--- config.mk ---
export PLATFORM = sky130hd
export DESIGN_NAME = spi_slave_rx
export DESIGN_NICKNAME = d
export VERILOG_FILES = /design/src/rtl/spi_slave_rx.sv
export SDC_FILE = /design/constraint.sdc
export NUM_CORES = 1
export LEC_CHECK = 0
export BUFFER_PORTS_ARGS = -buffer_cell sky130_fd_sc_hd__buf_4
export CORE_MARGIN = 10
export CORE_UTILIZATION = 52
export CTS_CLUSTER_SIZE = 40
export DETAILED_ROUTE_END_ITERATION = 8
export GPL_ROUTABILITY_DRIVEN = 1
export GPL_TIMING_DRIVEN = 1
export PLACE_DENSITY = 0.74
export SYNTH_ARGS = -nofsm -noshare
export SYNTH_HDL_FRONTEND = slang
export SYNTH_SLANG_ARGS = --single-unit
--- constraint.sdc ---
create_clock -name clk -period 1.57 [get_ports clk]
set_clock_uncertainty 0.1 [all_clocks]
set_input_delay 0.157 -clock clk [delete_from_list [all_inputs] [get_ports clk]]
set_output_delay 0.157 -clock clk [all_outputs]
set_load 0.01 [all_outputs]
--- src/rtl/spi_slave_rx.sv ---
// spi_slave_rx: oversampling SPI receiver. Synchronises sclk/cs/mosi into
// the clk domain, deserialises LSB-first frames and presents each word on a
// valid/ready output register with overrun and truncated-frame pulses.
module spi_slave_rx #(
    parameter int DATA_W      = 12,
    parameter int SYNC_STAGES = 2,
    parameter int SKIP_EDGES  = 1
) (
    input  logic              clk,
    input  logic              rst,
    input  logic              sclk,
    input  logic              cs,
    input  logic              mosi,
    output logic [DATA_W-1:0] dout,
    output logic              dout_valid,
    input  logic              dout_ready,
    output logic              overrun,
    output logic              frame_err,
    output logic              busy
);

    localparam int BC_W = (DATA_W > 1) ? $clog2(DATA_W) : 1;
    localparam int SK_W = (SKIP_EDGES > 0) ? $clog2(SKIP_EDGES + 1) : 1;

    localparam logic [BC_W-1:0] BIT_LAST  = BC_W'(DATA_W - 1);
    localparam logic [SK_W-1:0] SKIP_LAST = SK_W'((SKIP_EDGES > 0) ? SKIP_EDGES - 1 : 0);

    localparam logic [1:0] ST_IDLE    = 2'd0;
    localparam logic [1:0] ST_SKIP    = 2'd1;
    localparam logic [1:0] ST_SHIFT   = 2'd2;
    localparam logic [1:0] ST_WAIT_CS = 2'd3;

    // synchroniser chains; bit 0 is the first stage
    logic [SYNC_STAGES-1:0] sclk_sync_q, sclk_sync_d;
    logic [SYNC_STAGES-1:0] cs_sync_q,   cs_sync_d;
    logic [SYNC_STAGES-1:0] mosi_sync_q, mosi_sync_d;
    logic                   sclk_prev_q, sclk_prev_d;

    logic [1:0]        state_q, state_d;
    logic [BC_W-1:0]   bit_cnt_q, bit_cnt_d;
    logic [SK_W-1:0]   skip_cnt_q, skip_cnt_d;
    logic [DATA_W-1:0] shreg_q, shreg_d;

    // completed word handed from the FSM to the output register
    logic              offer_q, offer_d;
    logic [DATA_W-1:0] word_q, word_d;

    logic [DATA_W-1:0] dout_q, dout_d;
    logic              dout_valid_q, dout_valid_d;
    logic              overrun_q, overrun_d;
    logic              frame_err_q, frame_err_d;

    logic sclk_s, cs_s, mosi_s, fall;

    assign sclk_s = sclk_sync_q[SYNC_STAGES-1];
    assign cs_s   = cs_sync_q[SYNC_STAGES-1];
    assign mosi_s = mosi_sync_q[SYNC_STAGES-1];
    assign fall   = sclk_prev_q & ~sclk_s;

    // shift the asynchronous pins into the clk domain and track sclk history
    always_comb begin
        sclk_sync_d = {sclk_sync_q[SYNC_STAGES-2:0], sclk};
        cs_sync_d   = {cs_sync_q[SYNC_STAGES-2:0], cs};
        mosi_sync_d = {mosi_sync_q[SYNC_STAGES-2:0], mosi};
        sclk_prev_d = sclk_s;
    end

    // frame FSM: skip setup edges, shift data bits on sclk falls, detect truncation
    always_comb begin
        state_d     = state_q;
        bit_cnt_d   = bit_cnt_q;
        skip_cnt_d  = skip_cnt_q;
        shreg_d     = shreg_q;
        offer_d     = 1'b0;
        word_d      = word_q;
        frame_err_d = 1'b0;
        case (state_q)
            ST_IDLE: begin
                bit_cnt_d  = '0;
                skip_cnt_d = '0;
                shreg_d    = '0;
                if (!cs_s)
                    state_d = (SKIP_EDGES > 0) ? ST_SKIP : ST_SHIFT;
            end
            ST_SKIP: begin
                if (cs_s) begin
                    frame_err_d = 1'b1;
                    state_d     = ST_IDLE;
                end else if (fall) begin
                    skip_cnt_d = skip_cnt_q + SK_W'(1);
                    if (skip_cnt_q == SKIP_LAST)
                        state_d = ST_SHIFT;
                end
            end
            ST_SHIFT: begin
                // a last fall coinciding with cs rise still completes the word
                if (fall && bit_cnt_q == BIT_LAST) begin
                    offer_d = 1'b1;
                    word_d  = {mosi_s, shreg_q[DATA_W-2:0]};
                    state_d = ST_WAIT_CS;
                end else if (cs_s) begin
                    frame_err_d = 1'b1;
                    state_d     = ST_IDLE;
                end else if (fall) begin
                    shreg_d[bit_cnt_q] = mosi_s;
                    bit_cnt_d          = bit_cnt_q + BC_W'(1);
                end
            end
            default: begin
                if (cs_s)
                    state_d = ST_IDLE;
            end
        endcase
    end

    // output register: load on offer if empty or draining, else drop and flag
    always_comb begin
        dout_d       = dout_q;
        dout_valid_d = dout_valid_q;
        overrun_d    = 1'b0;
        if (offer_q) begin
            if (!dout_valid_q || dout_ready) begin
                dout_d       = word_q;
                dout_valid_d = 1'b1;
            end else begin
                overrun_d = 1'b1;
            end
        end else if (dout_ready) begin
            dout_valid_d = 1'b0;
        end
    end

    // state registers with synchronous reset
    always_ff @(posedge clk) begin
        if (rst) begin
            sclk_sync_q  <= '0;
            cs_sync_q    <= '1;
            mosi_sync_q  <= '0;
            sclk_prev_q  <= 1'b0;
            state_q      <= ST_IDLE;
            bit_cnt_q    <= '0;
            skip_cnt_q   <= '0;
            shreg_q      <= '0;
            offer_q      <= 1'b0;
            word_q       <= '0;
            dout_q       <= '0;
            dout_valid_q <= 1'b0;
            overrun_q    <= 1'b0;
            frame_err_q  <= 1'b0;
        end else begin
            sclk_sync_q  <= sclk_sync_d;
            cs_sync_q    <= cs_sync_d;
            mosi_sync_q  <= mosi_sync_d;
            sclk_prev_q  <= sclk_prev_d;
            state_q      <= state_d;
            bit_cnt_q    <= bit_cnt_d;
            skip_cnt_q   <= skip_cnt_d;
            shreg_q      <= shreg_d;
            offer_q      <= offer_d;
            word_q       <= word_d;
            dout_q       <= dout_d;
            dout_valid_q <= dout_valid_d;
            overrun_q    <= overrun_d;
            frame_err_q  <= frame_err_d;
        end
    end

    assign dout       = dout_q;
    assign dout_valid = dout_valid_q;
    assign overrun    = overrun_q;
    assign frame_err  = frame_err_q;
    assign busy       = (state_q != ST_IDLE);

endmodule

Word-level counts from Yosys, hierarchy flattened
Index checks and enable logic that the tools add are counted.
- register bits: 54
- ROM bits: 0
- logic and storage cells: 80
- output and inout bits: 16
- latch bits: 0
- RAM bits: 0
- memories kept: 0
- input port bits: 6
- $mul: 0
- bitwise logic cells: 4
- divide/modulo/power cells: 0
- magnitude comparators: 2
- add/subtract/negate cells: 2
- reduce and logical (&&, ||, !) cells: 17
- muxes and demuxes: 29
- equality and inequality tests: 12
- shift operators: 0
- operator list (kind ; count):
    2-to-1 mux 12 bit ; 3
    case mux 12 bit (2 select lines) ; 1
    bitwise mux 12 bit ; 1
    2-to-1 mux 2 bit ; 6
    2-to-1 mux 4 bit ; 3
    inequality test 2 bit (second input constant) ; 6
    2-to-1 mux 1 bit ; 10
    case mux 4 bit (2 select lines) ; 1
    nonzero test 2 bit ; 4
    inequality test 3 bit (second input constant) ; 2
    case mux 2 bit (3 select lines) ; 1
    AND reduction 2 bit ; 3
    AND reduction 3 bit ; 2
    < comparator 4 x 5 -> 1 bit (second input constant) ; 1
    adder 4 x 1 -> 4 bit (second input constant) ; 1
    demux 1 bit (select 4 bit) ; 1
    equality test 4 bit (second input constant) ; 1
    >= comparator 4 x 1 -> 1 bit (second input constant) ; 1
    case mux 1 bit (2 select lines) ; 2
    AND reduction 4 bit ; 1
    OR reduction 2 bit ; 2
    NOT 1 bit ; 3
    equality test 2 x 1 -> 1 bit (second input constant) ; 1
    equality test 2 bit (second input constant) ; 1
    other kinds (7) ; 8

Depth between registers and ports, before layout
- depth after elaboration: 9
- mapped depth: 8

Worst setup path after synthesis
No wires, ideal clock.
- path type: reg-to-reg
- from: register state_q[0]
- to: register shreg_q[2]
- buffers on the path: 1
- required time: 1.398 ns
- stages on the path, launching flop included: 8
- setup slack: -0.170 ns
- arrival: 1.569 ns
- setup time: 0.072 ns
- path through: dfxtp_1 inv_1 ha_1 and2b_1 nor2_1 buf_4 nor4b_1 mux2i_1
- longest elaborated chain between the ends: 3
- elaborated cells between the ends (all ways): 8
- ends and longest elaborated chain (what ; line ; RTL):
    start, declared ; 39 ; logic [1:0] state_q, state_d;
    start signal, assigned ; 155 ; state_q <= state_d;
    equality test 2 bit / logical NOT 2 bit (equally long branches) ; 77 ; case (state_q)
    inequality test 2 bit (no line) / nonzero test 2 bit (equally long branches) ; n/a ;
    AND reduction 4 bit (no line) ; n/a ;
    end signal, assigned ; 158 ; shreg_q <= shreg_d;
    end, declared ; 42 ; logic [DATA_W-1:0] shreg_q, shreg_d;
Parallel ways exist; a longest one is shown, timed or not.
A chain may end at the register's enable or synchronous reset.

Worst setup path after layout
- from: register state_q[0]
- to: register shreg_q[7]
The elaborated chain is that of the path after synthesis.

==> flow_metrics.tcl <==
set metrics [dict create \
    outcome "finished with violations" \
    violations "setup timing" \
    place_hpwl_mm 3.195 \
    p_sw_frac 0.2814 \
    slew_viol_final 0 \
    period_share 1.040 \
    worstHoldStart "rst" \
    synth.most_common_cell "dfxtp_1" \
    n_antenna_cell 0 \
    arrival_ns 1.79 \
    async_flop_share 0 \
    finalHoldViolations 0 \
    r2r_start "state_q[0]$_SDFFE_PP0P_" \
    reg2reg_slack_ns -0.06 \
    register_area_sq_um 1069 \
    syn_area_sq_um 2231 \
    area_growth_pct 29.67 \
    fin_util 0.7079 \
    synth-seq-area-share 0.4756 \
    max_stage_delay_ns 0.36 \
    synth_edf_count 0 \
    worst_pin_slew_ns 0.3385 \
    pin_count 22 \
    wl_met3_microns 293 \
    slew_headroom 0.7744 \
    cap_violations 0 \
    placed_cell_area_sq_um 2579 \
    drcViolationCount 0 \
    clock-root-buffer "clkbuf_8" \
    period_needed_ns 1.633 \
    slowest_stage "dfxtp_2" \
    path_class "reg2reg" \
    htree_num_levels 2 \
    cts_num_sinks 53 \
    die_w_microns 85.50 \
    rows 23 \
    fin_hold_ws_ns 0.1190 \
    synth_nets 262 \
    reg2reg_to "shreg_q[7]$_SDFFE_PP0P_" \
    required_ns 1.73 \
    antenna_found_initial 0 \
    overflow 0 \
    cp-start-kind "flip-flop" \
    numCtsBuffers 5 \
    finalWirelength_mm 4.732 \
    grt_pass1_vias 1690 \
    crit_fanout 7 \
    multi_input_area_sq_um 1207 \
    max_freq_mhz 612.2 \
    hold_path.class "in2reg" \
    hold_depth 2 \
    synth_top_area_share 0.4756 \
    port_buffers 21 \
    met1Wirelength_mm 2.151 \
    die_h_microns 85.50 \
    via_per_inst 5.315 \
    nFillCells 316 \
    met2_length_mm 2.224 \
    path_clk_slew_ns 0.10 \
    p_seq_frac 0.511 \
    antenna_left 0 \
    cp-startpoint "state_q[0]$_SDFFE_PP0P_" \
    cellInternalPower_mw 1.952 \
    rsz0062_at_grt "true" \
    synth_common_cells "dfxtp_1 (53), nand2_1 (38), a21oi_1 (20), nor2_1 (20), mux2i_1 (16)" \
    design_area_sq_um 2893 \
    syn_avg_cell_area_sq_um 8.996 \
    drive_above_1_share 0.3072 \
    wire_per_inst_microns 13.80 \
    ir_worst_vdd_uv 825.1 \
    dp.cells 326 \
    postSynthCellCount 248 \
    crit_path_end_kind "flip-flop" \
    worstRegToRegCells 7 \
    worstPathCellList "inv_4 -> ha_2 -> and2b_2 -> nor2_4 -> buf_6 -> o21ai_1 -> a21oi_1" \
    clock_latency_ns 0.32 \
    drt_iter0_markers 113 \
    total_power_mw 2.716 \
    synth_cell_types 38 \
    hold_end "dout[4]$_SDFFE_PP0P_" \
    synth_largest_area_cell "dfxtp_1" \
    synth_warnings 0 \
    synthTopCellsByArea "dfxtp_1 (48%), mux2i_1 (7.2%), nand2_1 (6.4%), a21oi_1 (4.5%), ha_1 (4.5%)" \
    grt_max_degree 33 \
    core-area_sq_um 4086 \
    synth_seq_cells 53 \
    vias 1823 \
    p_leak_nw 1.210 \
    finalNonFillerCells 343 \
    first_pass_iters 4 \
    cts_tree "built" \
    finish.net_count 306 \
    setup_viol 11 \
    clock_path_buffers 2 \
    start_util 0.5459 \
    p_switching_mw 0.7642 \
    grt_usage 0.1276 \
    layout_setup_ws_ns -0.06332 \
    dieArea_sq_um 7310 \
    grt_first_pass_wirelength_mm 7.686 \
    p_per_area_nw_per_um2 938.9 \
    gp_congestion 0.8440 \
    synthFlopType "dfxtp_1" \
    pwr-share-clk 0.282 \
    top_layer "met4" \
    comb_power_share 0.208 \
]
==> flip-flops by register name (all words and copies together) (netlist names) <==
signal       count
dout            12
word_q          12
shreg_q         11
bit_cnt_q        4
cs_sync_q        2
mosi_sync_q      2
sclk_sync_q      2
state_q          2
dout_valid       1
frame_err        1
offer_q          1
overrun          1
sclk_prev_q      1
skip_cnt_q       1
==> routing by layer <==
| metal | track usage | vias up |
|---|---|---|
| met5 | 0 | - |
| met4 | 0.05539 | 0 |
| met3 | 0.05298 | 7 |
| met2 | 0.2071 | 35 |
| met1 | 0.1437 | 847 |
| li1 | - | 934 |
==> worst max-delay path, delay by kind of cell (launching register included) <==
| family | cells | cell delay, ns |
|---|---|---|
| AND/OR/NAND/NOR | 2 | 0.48 |
| buffers and inverters | 2 | 0.23 |
| adder cells (fa/ha/maj) | 1 | 0.18 |
| AO/OA/AOI/OAI | 2 | 0.21 |
| flip-flops | 1 | 0.36 |
==> final cells by class <==
class / instances / share of cell area
sequential: 53 / 0.3694
timing repair buffer: 54 / 0.1505
tap: 50 / 0.02163
clock buffer: 5 / 0.02379
clock inverter: 3 / 0.007353
inverter: 7 / 0.009948
multi-input combinational: 171 / 0.4174
==> per-stage QoR <==
step	setup TNS [ns]	setup slack, ns
2_1_floorplan	-0.004487	-0.004487
3_3_place_gp	-1.713	-0.1420
3_5_place_dp	-2.718	-0.2051
4_1_cts	-0.02168	-0.008482
5_1_grt	-1.361	-0.1161
6_report	-0.3031	-0.06332
==> worst max-delay path by stage <==
stage | slack, ns | endpoint | cells after the start
detailed placement | -0.21 | shreg_q[7]$_SDFFE_PP0P_ | 7
finish | -0.06 | shreg_q[7]$_SDFFE_PP0P_ | 7
CTS | -0.008 | bit_cnt_q[3]$_SDFFE_PP0P_ | 7
global placement | -0.14 | shreg_q[6]$_SDFFE_PP0P_ | 7
floorplan | -0.004 | shreg_q[2]$_SDFFE_PP0P_ | 7
global route | -0.12 | shreg_q[4]$_SDFFE_PP0P_ | 7
==> logic make-up after synthesis <==
logic type | share of synthesized area
compound gates | 0.1116
xor+xnor | 0.003927
mux | 0.07683
buf+inv | 0.05048
flops | 0.4756
simple gates | 0.2367
fa+ha+maj | 0.04487
==> timing repair <==
action,4_1_cts,5_1_grt
pin swaps,9,5
resized for setup,22,19
hold buffers,4,0
buffers inserted,2,3
hold endpoints to repair,4,0
endpoints found under the setup margin,29,30
==> cells in the final DEF, fill, tap and decap left out, types with 2 or more instances in the layout <==
master	Yosys	routed
dfxtp_1	53	49
buf_4	3	47
nand2_1	38	38
a21oi_1	20	20
nor2_1	20	18
mux2i_1	16	16
nand4_1	9	9
nor2b_1	8	7
o21ai_1	1	7
nand2b_1	6	6
inv_1	7	5
clkbuf_8	0	5
ha_1	8	4
dlygate4sd3_1	0	4
nand3_1	3	3
or2_2	4	3
nor4b_4	0	3
a31oi_1	3	3
dfxtp_2	0	3
o21ai_0	9	2
or2_4	0	2
a211oi_2	0	2
a211oi_1	4	2
ha_2	0	2
ha_4	0	2
buf_6	1	2
==> power groups by stage <==
stage | combinational, mW | clock, mW | sequential (mW)
after global placement | 0.403 | 0 | 1.42
after CTS | 0.505 | 0.790 | 1.38
final | 0.564 | 0.765 | 1.39
after floorplan | 0.287 | 0 | 1.42
after detailed placement | 0.409 | 0 | 1.42
after global routing | 0.604 | 0.835 | 1.39
(Power assumes the default switching activity.)
